File: config.mk
export PLATFORM = sky130hd
export DESIGN_NAME = fetch_unit
export DESIGN_NICKNAME = d
export VERILOG_FILES = /design/src/rtl/fetch_unit_pkg.sv /design/src/rtl/fetch_unit.sv
export SDC_FILE = /design/constraint.sdc
export NUM_CORES = 1
export LEC_CHECK = 0
export BUFFER_PORTS_ARGS = -buffer_cell sky130_fd_sc_hd__buf_2
export CAP_MARGIN = 20
export CORE_MARGIN = 8
export CORE_UTILIZATION = 35
export DETAILED_ROUTE_END_ITERATION = 12
export GPL_TIMING_DRIVEN = 0
export PLACE_DENSITY_LB_ADDON = 0.2
export SETUP_SLACK_MARGIN = 0.2
export SKIP_CTS_REPAIR_TIMING = 1
export SYNTH_ARGS = -nofsm -noshare
export SYNTH_HDL_FRONTEND = slang
export SYNTH_SLANG_ARGS = --single-unit
export TNS_END_PERCENT = 30
File: constraint.sdc
create_clock -name clk -period 2.35 [get_ports clk]
set_input_delay 0.235 -clock clk [delete_from_list [all_inputs] [get_ports clk]]
set_output_delay 0.235 -clock clk [all_outputs]
set_load 0.005 [all_outputs]
File: src/rtl/fetch_unit_pkg.sv
// Shared fetch/datapath parameters: opcode encoding and fetch FSM state type.
package fetch_unit_pkg;

  localparam int OPCODE_WIDTH = 4;

  localparam logic [OPCODE_WIDTH-1:0] OPC_HALT = '1;
  localparam logic [OPCODE_WIDTH-1:0] OPC_NOP  = '0;

  typedef enum logic [1:0] {
    ST_IDLE  = 2'd0,
    ST_RUN   = 2'd1,
    ST_DRAIN = 2'd2,
    ST_DONE  = 2'd3
  } fetch_state_t;

endpackage

File: src/rtl/fetch_unit.sv
// Fetch sequencer: issues one instruction per two clocks from a synchronous imem,
// drains the datapath after HALT or the last address, and pulses done on completion.
module fetch_unit
  import fetch_unit_pkg::*;
#(
  parameter int INS_ADDR_WIDTH = 8,
  parameter int ADDR_WIDTH     = 10,
  parameter int INS_WIDTH      = OPCODE_WIDTH + 3 * ADDR_WIDTH,
  parameter int PIPE_DEPTH     = 3
) (
  input  logic                      clk,
  input  logic                      rstn,
  input  logic                      start,
  input  logic                      abort,
  output logic [INS_ADDR_WIDTH-1:0] imem_addr,
  input  logic [INS_WIDTH-1:0]      imem_rdata,
  output logic [INS_WIDTH-1:0]      instruction,
  output logic                      dp_rstn,
  output logic                      busy,
  output logic                      done,
  output logic [15:0]               instr_count
);

  localparam int DW = $clog2(PIPE_DEPTH + 1);
  localparam logic [INS_ADDR_WIDTH-1:0] PC_MAX = '1;

  fetch_state_t              state;
  logic [INS_ADDR_WIDTH-1:0] pc;
  logic                      phase;
  logic [DW-1:0]             drain_cnt;
  logic [OPCODE_WIDTH-1:0]   opcode;

  assign opcode    = imem_rdata[INS_WIDTH-1 -: OPCODE_WIDTH];
  assign imem_addr = pc;
  assign dp_rstn   = (state == ST_RUN) || (state == ST_DRAIN);

  always_ff @(posedge clk) begin
    if (!rstn) begin
      state       <= ST_IDLE;
      pc          <= '0;
      phase       <= 1'b0;
      drain_cnt   <= '0;
      instruction <= '0;
      instr_count <= '0;
      done        <= 1'b0;
      busy        <= 1'b0;
    end else begin
      done <= 1'b0;
      case (state)
        ST_IDLE: begin
          phase <= 1'b0;
          if (start && !abort) begin
            state       <= ST_RUN;
            pc          <= '0;
            instr_count <= '0;
            busy        <= 1'b1;
          end
        end
        ST_RUN: begin
          if (abort) begin
            state       <= ST_IDLE;
            phase       <= 1'b0;
            instruction <= '0;
            busy        <= 1'b0;
          end else begin
            phase <= ~phase;
            // Capture only on phase=1 so the word is stable across the datapath half_clk edge.
            if (phase) begin
              if (opcode == OPC_HALT) begin
                instruction <= '0;
                drain_cnt   <= DW'(PIPE_DEPTH);
                state       <= ST_DRAIN;
              end else begin
                instruction <= imem_rdata;
                if (instr_count != 16'hFFFF) instr_count <= instr_count + 16'd1;
                if (pc == PC_MAX) begin
                  drain_cnt <= DW'(PIPE_DEPTH);
                  state     <= ST_DRAIN;
                end else begin
                  pc <= pc + 1'b1;
                end
              end
            end
          end
        end
        ST_DRAIN: begin
          if (abort) begin
            state       <= ST_IDLE;
            phase       <= 1'b0;
            drain_cnt   <= '0;
            instruction <= '0;
            busy        <= 1'b0;
          end else begin
            phase <= ~phase;
            if (phase) begin
              instruction <= '0;
              drain_cnt   <= drain_cnt - 1'b1;
              if (drain_cnt == DW'(1)) begin
                state <= ST_DONE;
                phase <= 1'b0;
                done  <= 1'b1;
                busy  <= 1'b0;
              end
            end
          end
        end
        ST_DONE: begin
          state       <= ST_IDLE;
          phase       <= 1'b0;
          instruction <= '0;
        end
        default: state <= ST_IDLE;
      endcase
    end
  end

endmodule

== Yosys cells after proc, flatten, opt, wreduce, memory -nomap -nowiden ==
Index checks and enable logic that the tools add are counted.

* Output and inout port bits: 61
* Input bits: 38
* Register bits after elaboration: 65

* Reductions and logical operators: 16
* $add $sub $neg: 3
* Equality and inequality tests: 19
* Multiplexer cells: 46
* Bitwise gates (word level): 3

{| class="wikitable"
|+ Operator list
! cell !! count
|-
| $mux W34 || 5
|-
| $pmux W34 S3 || 1
|-
| $mux W16 || 5
|-
| $mux W8 || 5
|-
| $pmux W16 S2 || 1
|-
| $mux W2 || 14
|-
| $add A16 B1 Y16 const B || 1
|-
| $ne A16 B16 Y1 const B || 1
|-
| $pmux W8 S2 || 1
|-
| $reduce_and A5 Y1 || 3
|-
| $ne A2 B2 Y1 const B || 6
|-
| $reduce_and A6 Y1 || 2
|-
| $mux W1 || 10
|-
| $add A8 B1 Y8 const B || 1
|-
| $eq A8 B8 Y1 const B || 1
|-
| $pmux W2 S4 || 1
|-
| $ne A3 B3 Y1 const B || 2
|-
| $pmux W1 S3 || 2
|-
| $reduce_bool A3 Y1 || 2
|-
| $eq A2 B1 Y1 const B || 2
|-
| $eq A2 B2 Y1 const B || 2
|-
| $eq A4 B4 Y1 const B || 1
|-
| $ne A4 B2 Y1 const B || 1
|-
| $pmux W2 S2 || 1
|-
| other kinds (13) || 16
|}

== Logic depth before layout (Yosys ltp) ==
Gate-level depths: netlist (run 1).

* Word-level depth: 6
* Depth in mapped cells: 9
* Gate-level depth less buffers: 7

== Worst setup path after synthesis (run 1) ==
OpenSTA, ideal clock, no wires.

* Path kind: flip-flop to flip-flop
* Start point: register state[0]
* End point: register instr_count[14]
* Period minus slack after synthesis: 2.158 ns
* Cell stages (with the launch flop): 10
* Path slack: 0.192 ns
* Data arrival time: 2.038 ns
* Cell sequence: dfxtp_1 inv_1 ha_1 buf_6 mux2_4 nand4_4 or3_1 buf_6 o211a_1 a211o_1

* Word-level cells in the longest chain between the ends: 3
* Elaborated cells on any way between the ends: 10
* Classes of those cells: eq/ne (6); mux (1); reduce/logical (3)

{| class="wikitable"
|+ Ends and longest elaborated chain
! element !! RTL line !! text
|-
| from (decl) || fetch_unit.sv:27 || <nowiki>fetch_state_t state;</nowiki>
|-
| from (signal assigned) || fetch_unit.sv:39 || <nowiki>state <= ST_IDLE;</nowiki>
|-
| from (signal assigned) || fetch_unit.sv:53 || <nowiki>state <= ST_RUN;</nowiki>
|-
| from (signal assigned) || fetch_unit.sv:61 || <nowiki>state <= ST_IDLE;</nowiki>
|-
| $eq A2 B1 Y1 / $logic_not A2 Y1 (equally long branches) || fetch_unit.sv:49 || <nowiki>case (state)</nowiki>
|-
| $ne A2 B1 Y1 (no line), or another cell as far along || - ||
|-
| $reduce_and A6 Y1 (no line) || - ||
|-
| to (signal assigned) || fetch_unit.sv:75 || <nowiki>if (instr_count != 16'hFFFF) instr_count <= instr_count + 16'd1;</nowiki>
|-
| to (decl) || fetch_unit.sv:21 || <nowiki>output logic [15:0] instr_count</nowiki>
|}

Parallel ways exist; a longest one is shown, timed or not.
A chain may end at the register's enable or synchronous reset.

== Worst setup path after layout (run 1) ==
Same ends and word-level chain as after synthesis.

==> impl_metrics.toml, run 1 <==
[job]
drv_cap = 0

[cells_and_area]
antenna_cells = 0
final_common_cell = "buf_2"
area_growth_pct = 32.2
layout.cells.non_filler = 618
final_layout_size_suffix_gt1_frac = 0.318
final_area_mm2 = 0.00417
fin_nets = 551
final_util = 0.478
final_cell_mix = "buf_2, dfxtp_1, nand2_1"

[synth]
synth-warning-count = 0
syn_nets = 436
yosysUniqueCellTypes = 53
syn_inst = 390
synth.cell_area_mm2 = 0.00315
synth_edf_count = 0
async_flop_share = 0
synth_area_per_cell_um2 = 8.08
ys_seq_area_frac = 0.413
synthFlopType = "dfxtp_1"
ys_ff_latch = 65

[floorplan]
start_util = 0.362
die_h_um = 111
io-pin-count = 99
fp-row-count = 34
dieWidth_um = 111
core_mm2 = 0.00872
dieArea_mm2 = 0.0123

[routing]
antenna_left = 0
wl_per_cell_um = 15.6
drtIter0Drc = 218
dr.pass1.iters = 5
viasPerCell = 5.36
drc_errors = 0
vias = 3310
wl_um = 9620

[setup_path]
crit_arrival_ps = 2430
rr_endpoint = "instr_count[14]"
crit_start = "state[0]"
critPathMaxFanout = 8
crit_path_end = "instr_count[14]"
crit_type = "reg -> reg"
r2r_slack_ps = 160
cp-start-kind = "flip-flop"
r2r_start = "state[0]"
cp.required_ps = 2600
reg2regPathDepth = 9
endpoint_kind = "flip-flop"

[sta]
post-route-min-period_ps = 2190
worstMarginPinSlew_ps = 662
layout_setup_ws_ps = 164
slew_violations = 0
maxSlewHeadroom = 0.554
setup_violations = 0
fin_skew_ps = 7.86
fin_crit_sh = 0.930
rsz0062_at_grt = "yes"
fmax_mhz = 458
hold_violations = 0

[clock_network]
insertion_delay_ps = 350
cts_tree = "done"
cts.reportedPaths.clkPinSlew_ps = 80
cts_buffers = 9
root_buffer = "clkbuf_8"
htree_levels = 3
clock-sinks = 65
clock_path_buffers = 2

[placement]
post_dp_cell_area_mm2 = 0.00378
place_hpwl_um = 7040
numPortBuffers = 98
finalWeightedCongestion = 0.812
post-place-cells = 596
pre_cts_slack_ps = -2.14

[global_routing]
grt_remaining_overflow = 0
grt_max_degree = 14
grt_pass1_wl_um = 15700
grt_antenna_before_repair = 0
grt_pass1_vias = 3159
grt_use_total = 0.152

[min_path]
hold_class = "in -> reg"

[power]
irDropWorstVdd_mv = 0.342
p_leak_nw = 1.80
cellPowerDensity_mw_per_mm2 = 716

[status]
status = "complete, no violations"
==> kinds of logic after synthesis <==
logic type / synth area share
fa+ha+maj: 0.0317
flops: 0.413
mux: 0.0151
buf+inv: 0.0472
simple gates: 0.290
compound gates: 0.204
==> area by class of cell <==
| class | instances | area, um2 |
|---|---|---|
| well taps | 108 | 135 |
| clock inverters | 7 | 125 |
| inverters | 11 | 43.8 |
| plain buffers | 24 | 119 |
| flip-flops and latches | 65 | 1310 |
| multi-input cells | 290 | 1780 |
| clock buffers | 9 | 124 |
| fillers | 846 | 4550 |
| repair buffers | 104 | 536 |
==> critical path: stages, from the launching register on <==
cell,delay (ps)
dfxtp_4,390
inv_4,40
ha_2,170
buf_6,120
mux2_4,240
nand4_4,150
or3_4,370
buf_6,140
o211a_1,210
a211o_1,250
==> per-layer routing <==
metal	wire, um	GRT usage
met1	4310	0.188
met2	4530	0.239
met3	637	0.0536
met4	146	0.0486
met5	0	0
==> worst min path at each step <==
| stage | start | end | slack [ps] | cells after the start |
|---|---|---|---|---|
| 2_1_floorplan | rstn | imem_addr[2] | 350 | 1 |
| 3_3_place_gp | instruction[17] | instruction[17] | 430 | 2 |
| 3_5_place_dp | instruction[27] | instruction[27] | 440 | 2 |
| 4_1_cts | imem_rdata[27] | instruction[27] | 120 | 3 |
| 5_1_grt | imem_rdata[23] | instruction[23] | 120 | 3 |
| 6_report | imem_rdata[23] | instruction[23] | 140 | 3 |
==> state kept, by name, indices dropped and copies added (netlist names) <==
register     flops
busy             1
done             1
drain_cnt        2
imem_addr        8
instr_count     16
instruction     34
phase            1
state            2
==> where the power goes <==
| group | switching [W] | total, W | leakage [nW] | internal (W) |
|---|---|---|---|---|
| Clock | 0.000496 | 0.00121 | 0.125 | 0.000718 |
| Combinational | 0.000354 | 0.000578 | 1.15 | 0.000224 |
| Sequential | 0.0000339 | 0.00119 | 0.528 | 0.00116 |
| Total | 0.000884 | 0.00298 | 1.80 | 0.00210 |
==> metrics by stage <==
step / hold WS (ps) / setup TNS (ps) / total power, W
after global placement: 435 / 0 / 0.00174
after floorplan: 353 / 0 / 0.00155
after detailed placement: 440 / -2.14 / 0.00174
final: 136 / 0 / 0.00298
after global routing: 124 / 0 / 0.00314
after CTS: 120 / -22.9 / 0.00296
==> synthesized netlist by cell type, types with 4 or more instances <==
cell / instances / area share
a211o_1: 5 / 0.014
a21oi_1: 51 / 0.081
a31oi_1: 4 / 0.0079
and3_1: 4 / 0.0079
clkbuf_1: 20 / 0.024
dfxtp_1: 65 / 0.41
ha_1: 8 / 0.032
inv_1: 11 / 0.013
nand2_1: 57 / 0.068
nand3_1: 45 / 0.071
nand4_1: 6 / 0.012
nor2_1: 15 / 0.018
nor2b_1: 5 / 0.0099
nor3_1: 11 / 0.017
nor4_1: 9 / 0.018
o211a_1: 4 / 0.013
o211ai_1: 4 / 0.0095
o21ai_0: 9 / 0.014
No activity file was read; power rests on OpenSTA's default activity.
==> run 2: changes to the inputs <==
--- a/config.mk
+++ b/config.mk
@@ -11,8 +11,7 @@
 export CORE_UTILIZATION = 35
 export DETAILED_ROUTE_END_ITERATION = 12
 export GPL_TIMING_DRIVEN = 0
-export PLACE_DENSITY_LB_ADDON = 0.2
-export SETUP_SLACK_MARGIN = 0.2
+export SETUP_SLACK_MARGIN = 0.02
 export SKIP_CTS_REPAIR_TIMING = 1
 export SYNTH_ARGS = -nofsm -noshare
 export SYNTH_HDL_FRONTEND = slang
==> run 2 against run 1 <==
Non-clock buffer count shrank 2. Critical path type unchanged. Sequential power is essentially flat. Via count shrank 0.85%.
==> impl_metrics.toml, run 2 (synthesized netlist as in run 1, its figures left out) <==
[sta]
fmax_mhz = 448
fin_crit_sh = 0.950
maxSlewHeadroom = 0.545
hold_violations = 0
rsz0062_at_grt = "yes"
slew_violations = 0
fin_skew_ps = 16.3
worstMarginPinSlew_ps = 677
setup_violations = 0
post-route-min-period_ps = 2230

[power]
p_comb_frac = 0.197
p_sw_w = 0.000840
power_frac_clock = 0.384
internal-power_w = 0.00200
p_seq_frac = 0.419
p_leak_nw = 1.74
cellPowerDensity_mw_per_mm2 = 696
p_sw_frac = 0.296
irDropWorstVdd_mv = 0.315

[cells_and_area]
largest_register_ffs = 34
fin_nets = 549
final_common_cell = "buf_2"
final_area_mm2 = 0.00408
top_register = "instruction"
final_cell_mix = "buf_2, dfxtp_1, nand2_1"
area_growth_pct = 29.4
final_layout_size_suffix_gt1_frac = 0.299
antenna_cells = 0
fill_cells = 886
layout.cells.non_filler = 616

[floorplan]
fp-row-count = 34
dieArea_mm2 = 0.0123
dieWidth_um = 111
core_mm2 = 0.00872
io-pin-count = 99
start_util = 0.362
die_h_um = 111

[setup_path]
crit_type = "reg -> reg"
max_stage_delay_ps = 390
crit_slowest_cell = "or3_1"
worst-path-buf-inv = 3
worst-path-stages = 9
cp.required_ps = 2580
crit_path_cell_trace = "inv_2, ha_2, buf_6, mux2_4, nand4_4, or3_1, buf_6, o211a_1, a211o_1"
reg2regPathDepth = 9
critPathMaxFanout = 8
crit_arrival_ps = 2460
cp-start-kind = "flip-flop"
cp_top_family = "simple AND/OR/NAND/NOR gates"
endpoint_kind = "flip-flop"
r2r_slack_ps = 120
crit_path_frequent_cell = "buf_6"

[placement]
post-place-cells = 596
numPortBuffers = 98
finalWeightedCongestion = 0.821
place_hpwl_um = 6890
post_dp_cell_area_mm2 = 0.00378

[job]
drv_cap = 0

[routing]
drtIter0Drc = 209
drc_errors = 0
wl_per_cell_um = 15.1
wl_um = 9300
vias = 3282
dr.pass1.iters = 4
antenna_left = 0
viasPerCell = 5.33

[min_path]
hold_class = "in -> reg"
min_path_cells = 3

[global_routing]
grt_use_total = 0.147
grt_remaining_overflow = 0
grt_pass1_vias = 3264
grt_antenna_before_repair = 1
grt_max_degree = 13
grt_pass1_wl_um = 15400

[clock_network]
htree_levels = 3
cts_buffers = 9
root_buffer = "clkbuf_8"
cts.reportedPaths.clkPinSlew_ps = 90
insertion_delay_ps = 350
clock_path_buffers = 2
clock-sinks = 65
cts_tree = "done"

[status]
status = "complete, no violations"
==> run 2: area by class of cell <==
type                    instances  area (um2)  share of cell area
clock inverters                 6        90.1              0.0221
inverters                      11        41.3              0.0101
clock buffers                  10         138              0.0337
multi-input cells             290        1730               0.425
repair buffers                102         520               0.128
flip-flops and latches         65        1310               0.320
plain buffers                  24         116              0.0285
well taps                     108         135              0.0331
==> run 2: power groups by stage <==
| stage | Sequential (W) | Clock, W | Combinational (W) |
|---|---|---|---|
| after floorplan | 0.00121 | 0 | 0.000336 |
| after global placement | 0.00121 | 0 | 0.000521 |
| after detailed placement | 0.00121 | 0 | 0.000528 |
| after CTS | 0.00119 | 0.00112 | 0.000530 |
| after global routing | 0.00120 | 0.00117 | 0.000627 |
| final | 0.00119 | 0.00109 | 0.000558 |
==> run 2: worst register-to-register path: stages, from the launching register on <==
cell     delay [ps]
dfxtp_4         380
inv_2            50
ha_2            180
buf_6           130
mux2_4          230
nand4_4         130
or3_1           390
buf_6           150
o211a_1         220
a211o_1         270
==> run 2: final timing paths <==
kind / start / end
setup / recovery: state[0] / instr_count[12]
hold / removal: imem_rdata[5] / instruction[5]
setup reg to reg: state[0] / instr_count[12]
hold reg to reg: instruction[9] / instruction[9]
==> run 2: stage by stage <==
| step | TNS (ps) | setup slack (ps) | utilization | hold WS [ps] | total power (W) |
|---|---|---|---|---|---|
| 2_1_floorplan | 0 | 192 | - | 353 | 0.00155 |
| 3_3_place_gp | -7.74 | -7.74 | 0.433 | 435 | 0.00173 |
| 3_5_place_dp | -171 | -61.4 | 0.433 | 441 | 0.00174 |
| 4_1_cts | -493 | -98.1 | 0.459 | 122 | 0.00284 |
| 5_1_grt | -14.1 | -14.1 | 0.468 | 128 | 0.00299 |
| 6_report | 0 | 118 | 0.468 | 140 | 0.00284 |
==> run 2: layer usage <==
layer / part of all wire / global-route usage / vias to the layer above
met5: 0.00086 / 0 / -
met3: 0.090 / 0.0639 / 4
met1: 0.44 / 0.173 / 1521
li1: - / - / 1661
met4: 0.0052 / 0.0405 / 2
met2: 0.47 / 0.238 / 94
==> run 3: changes to the inputs <==
--- a/config.mk
+++ b/config.mk
@@ -5,12 +5,14 @@
 export SDC_FILE = /design/constraint.sdc
 export NUM_CORES = 1
 export LEC_CHECK = 0
+export ABC_AREA = 1
 export BUFFER_PORTS_ARGS = -buffer_cell sky130_fd_sc_hd__buf_2
 export CAP_MARGIN = 20
 export CORE_MARGIN = 8
 export CORE_UTILIZATION = 35
 export DETAILED_ROUTE_END_ITERATION = 12
 export GPL_TIMING_DRIVEN = 0
+export RECOVER_POWER = 100
 export SETUP_SLACK_MARGIN = 0.02
 export SKIP_CTS_REPAIR_TIMING = 1
 export SYNTH_ARGS = -nofsm -noshare
==> run 3 against run 2 <==
Setup slack improved by 260 ps. Maximum frequency rose by 13%. Largest power group is now combinational logic. Area after synthesis rose by 8.0%.
==> impl_metrics.toml, run 3 <==
[status]
status = "complete, no violations"

[clock_network]
insertion_delay_ps = 330
clock_path_buffers = 2
clock-sinks = 65
cts.reportedPaths.clkPinSlew_ps = 70
root_buffer = "clkbuf_8"
cts_buffers = 9
cts_tree = "done"
htree_levels = 3

[global_routing]
grt_antenna_before_repair = 0
grt_use_total = 0.161
grt_remaining_overflow = 0
grt_pass1_vias = 3555
grt_pass1_wl_um = 17100
grt_max_degree = 11

[setup_path]
cp.required_ps = 2590
crit_type = "reg -> reg"
r2r_slack_ps = 380
crit_arrival_ps = 2220
crit_start = "state[0]"
cp_top_family = "buffers and inverters"
crit_path_frequent_cell = "nand2_1"
crit_path_end = "instruction[27]"
max_stage_delay_ps = 330
r2r_start = "state[0]"
crit_slowest_cell = "dfxtp_1"
reg2regPathDepth = 10
endpoint_kind = "flip-flop"
worst-path-stages = 10
crit_path_cell_trace = "inv_1, ha_1, nand2_1, nand2_1, nand2_1, nand2_1, inv_1, buf_6, clkbuf_2, a211oi_1"
worst-path-buf-inv = 4
critPathMaxFanout = 10
cp-start-kind = "flip-flop"
rr_endpoint = "instruction[27]"

[cells_and_area]
antenna_cells = 0
fin_nets = 637
multiInputGateArea_mm2 = 0.00170
largest_register_ffs = 34
seqCellArea_mm2 = 0.00130
fill_cells = 1063
final_area_mm2 = 0.00411
final_layout_size_suffix_gt1_frac = 0.143
area_growth_pct = 20.6
final_common_cell = "nand2_1"
layout.cells.non_filler = 728
top_register = "instruction"
final_cell_mix = "nand2_1, dfxtp_1, clkbuf_1"

[job]
drv_cap = 0

[placement]
place_hpwl_um = 7810
post-place-cells = 713
numPortBuffers = 98
pre_cts_slack_ps = 508
finalWeightedCongestion = 0.879
post_dp_cell_area_mm2 = 0.00406

[synth]
synthFlopType = "dfxtp_1"
synth_area_leaders = "dfxtp_1, nand2_1, nand4_1"
synth.cell_area_mm2 = 0.00341
synth_area_per_cell_um2 = 7.07
yosysUniqueCellTypes = 30
ys_ff_latch = 65
async_flop_share = 0
synth_simple_gate_area_share = 0.332
ys_top_cells_by_count = "nand2_1, dfxtp_1, nor2_1"
synth_top_family_by_area = "simple AND/OR/NAND/NOR gates"
synth_edf_count = 0
synth_xor_area_frac = 0.00771
synth-warning-count = 0
ys_seq_area_frac = 0.382
yosysMostFrequentCell = "nand2_1"
synth_compound_area_frac = 0.144
syn_nets = 528
syn_inst = 482
yosys.area.top_type_share = 0.382
yosysTopAreaCell = "dfxtp_1"
synthMuxAreaShare = 0
synthAdderAreaFrac = 0.0294

[floorplan]
dieArea_mm2 = 0.0131
io-pin-count = 99
fp-row-count = 36
dieWidth_um = 115
core_mm2 = 0.00959
die_h_um = 115
start_util = 0.355

[routing]
viasPerCell = 4.88
wl_per_cell_um = 13.9
drc_errors = 0
antenna_left = 0
vias = 3555
wl_um = 10200
drtIter0Drc = 100
dr.pass1.iters = 5

[sta]
fin_tns_setup_ps = 0
slew_violations = 0
hold_violations = 0
maxSlewHeadroom = 0.647
layout_setup_ws_ps = 377
fin_crit_sh = 0.839
worstMarginPinSlew_ps = 529
fmax_mhz = 507
post-route-min-period_ps = 1970
fin_skew_ps = 8.10
rsz0062_at_grt = "no"
setup_violations = 0

[min_path]
hold_class = "in -> reg"
min_path_cells = 3
hold_start = "imem_rdata[7]"

[power]
power_frac_clock = 0.194
p_leak_nw = 1.82
irDropWorstVdd_mv = 0.542
p_sw_frac = 0.433
p_seq_frac = 0.344
p_total_w = 0.00423
p_comb_frac = 0.462
internal-power_w = 0.00240
cellPowerDensity_mw_per_mm2 = 1030
p_sw_w = 0.00183
run 3: changes by cell type in the layout (fill, tap and decap cells not counted), sizes merged, moves of 28 or more:
cell,previous run,this run
buf,106,62
clkbuf,30,74
nand2,57,101
inv,12,54
nor2,15,56
a21oi,51,23
run 3: worst min-delay path by stage:
stage                            to  slack, ps
finish               instruction[7]        160
global route         instruction[7]        150
CTS                  instruction[7]        150
detailed placement             busy        480
global placement       imem_addr[5]        470
floorplan           instruction[10]        390
run 3: area by class of cell:
cell class | count | area share
multi-input combinational | 336 | 0.415
sequential | 65 | 0.317
timing repair buffer | 98 | 0.105
inverter | 54 | 0.0494
tap | 133 | 0.0405
clock buffer | 11 | 0.0344
buffer | 27 | 0.0341
clock inverter | 4 | 0.00488
run 3: cell families (layout without fill, tap and decap cells):
group / Yosys count / in the layout
AND/OR/NAND/NOR: 245 / 245
XOR/XNOR: 3 / 3
flip-flops: 65 / 65
AO/OA/AOI/OAI: 80 / 80
adder cells (fa/ha/maj): 8 / 8
buffers and inverters: 81 / 194
run 3: through the flow:
| stage | hold slack [ps] | util |
|---|---|---|
| floorplan | 393 | - |
| global placement | 467 | 0.423 |
| detailed placement | 476 | 0.423 |
| CTS | 150 | 0.440 |
| global route | 153 | 0.428 |
| finish | 161 | 0.428 |
run 3: routing by layer:
| metal | wire, um | vias up | track usage |
|---|---|---|---|
| met5 | 0 | - | 0 |
| met4 | 121 | 0 | 0.0479 |
| met3 | 1010 | 10 | 0.0707 |
| met2 | 4450 | 115 | 0.249 |
| met1 | 4570 | 1602 | 0.195 |
| li1 | - | 1828 | - |
run 3: worst min-delay path, cell delays in order:
cell and delay [ps]:
buf_2 100, nand3_1 70, a21oi_1 50
run 3: power by group through the flow:
stage	Combinational, W	Sequential (W)	Clock (W)
2_1_floorplan	0.00145	0.00147	0
3_3_place_gp	0.00206	0.00146	0
6_report	0.00195	0.00145	0.000818
3_5_place_dp	0.00211	0.00147	0
4_1_cts	0.00211	0.00145	0.000842
5_1_grt	0.00225	0.00148	0.000905
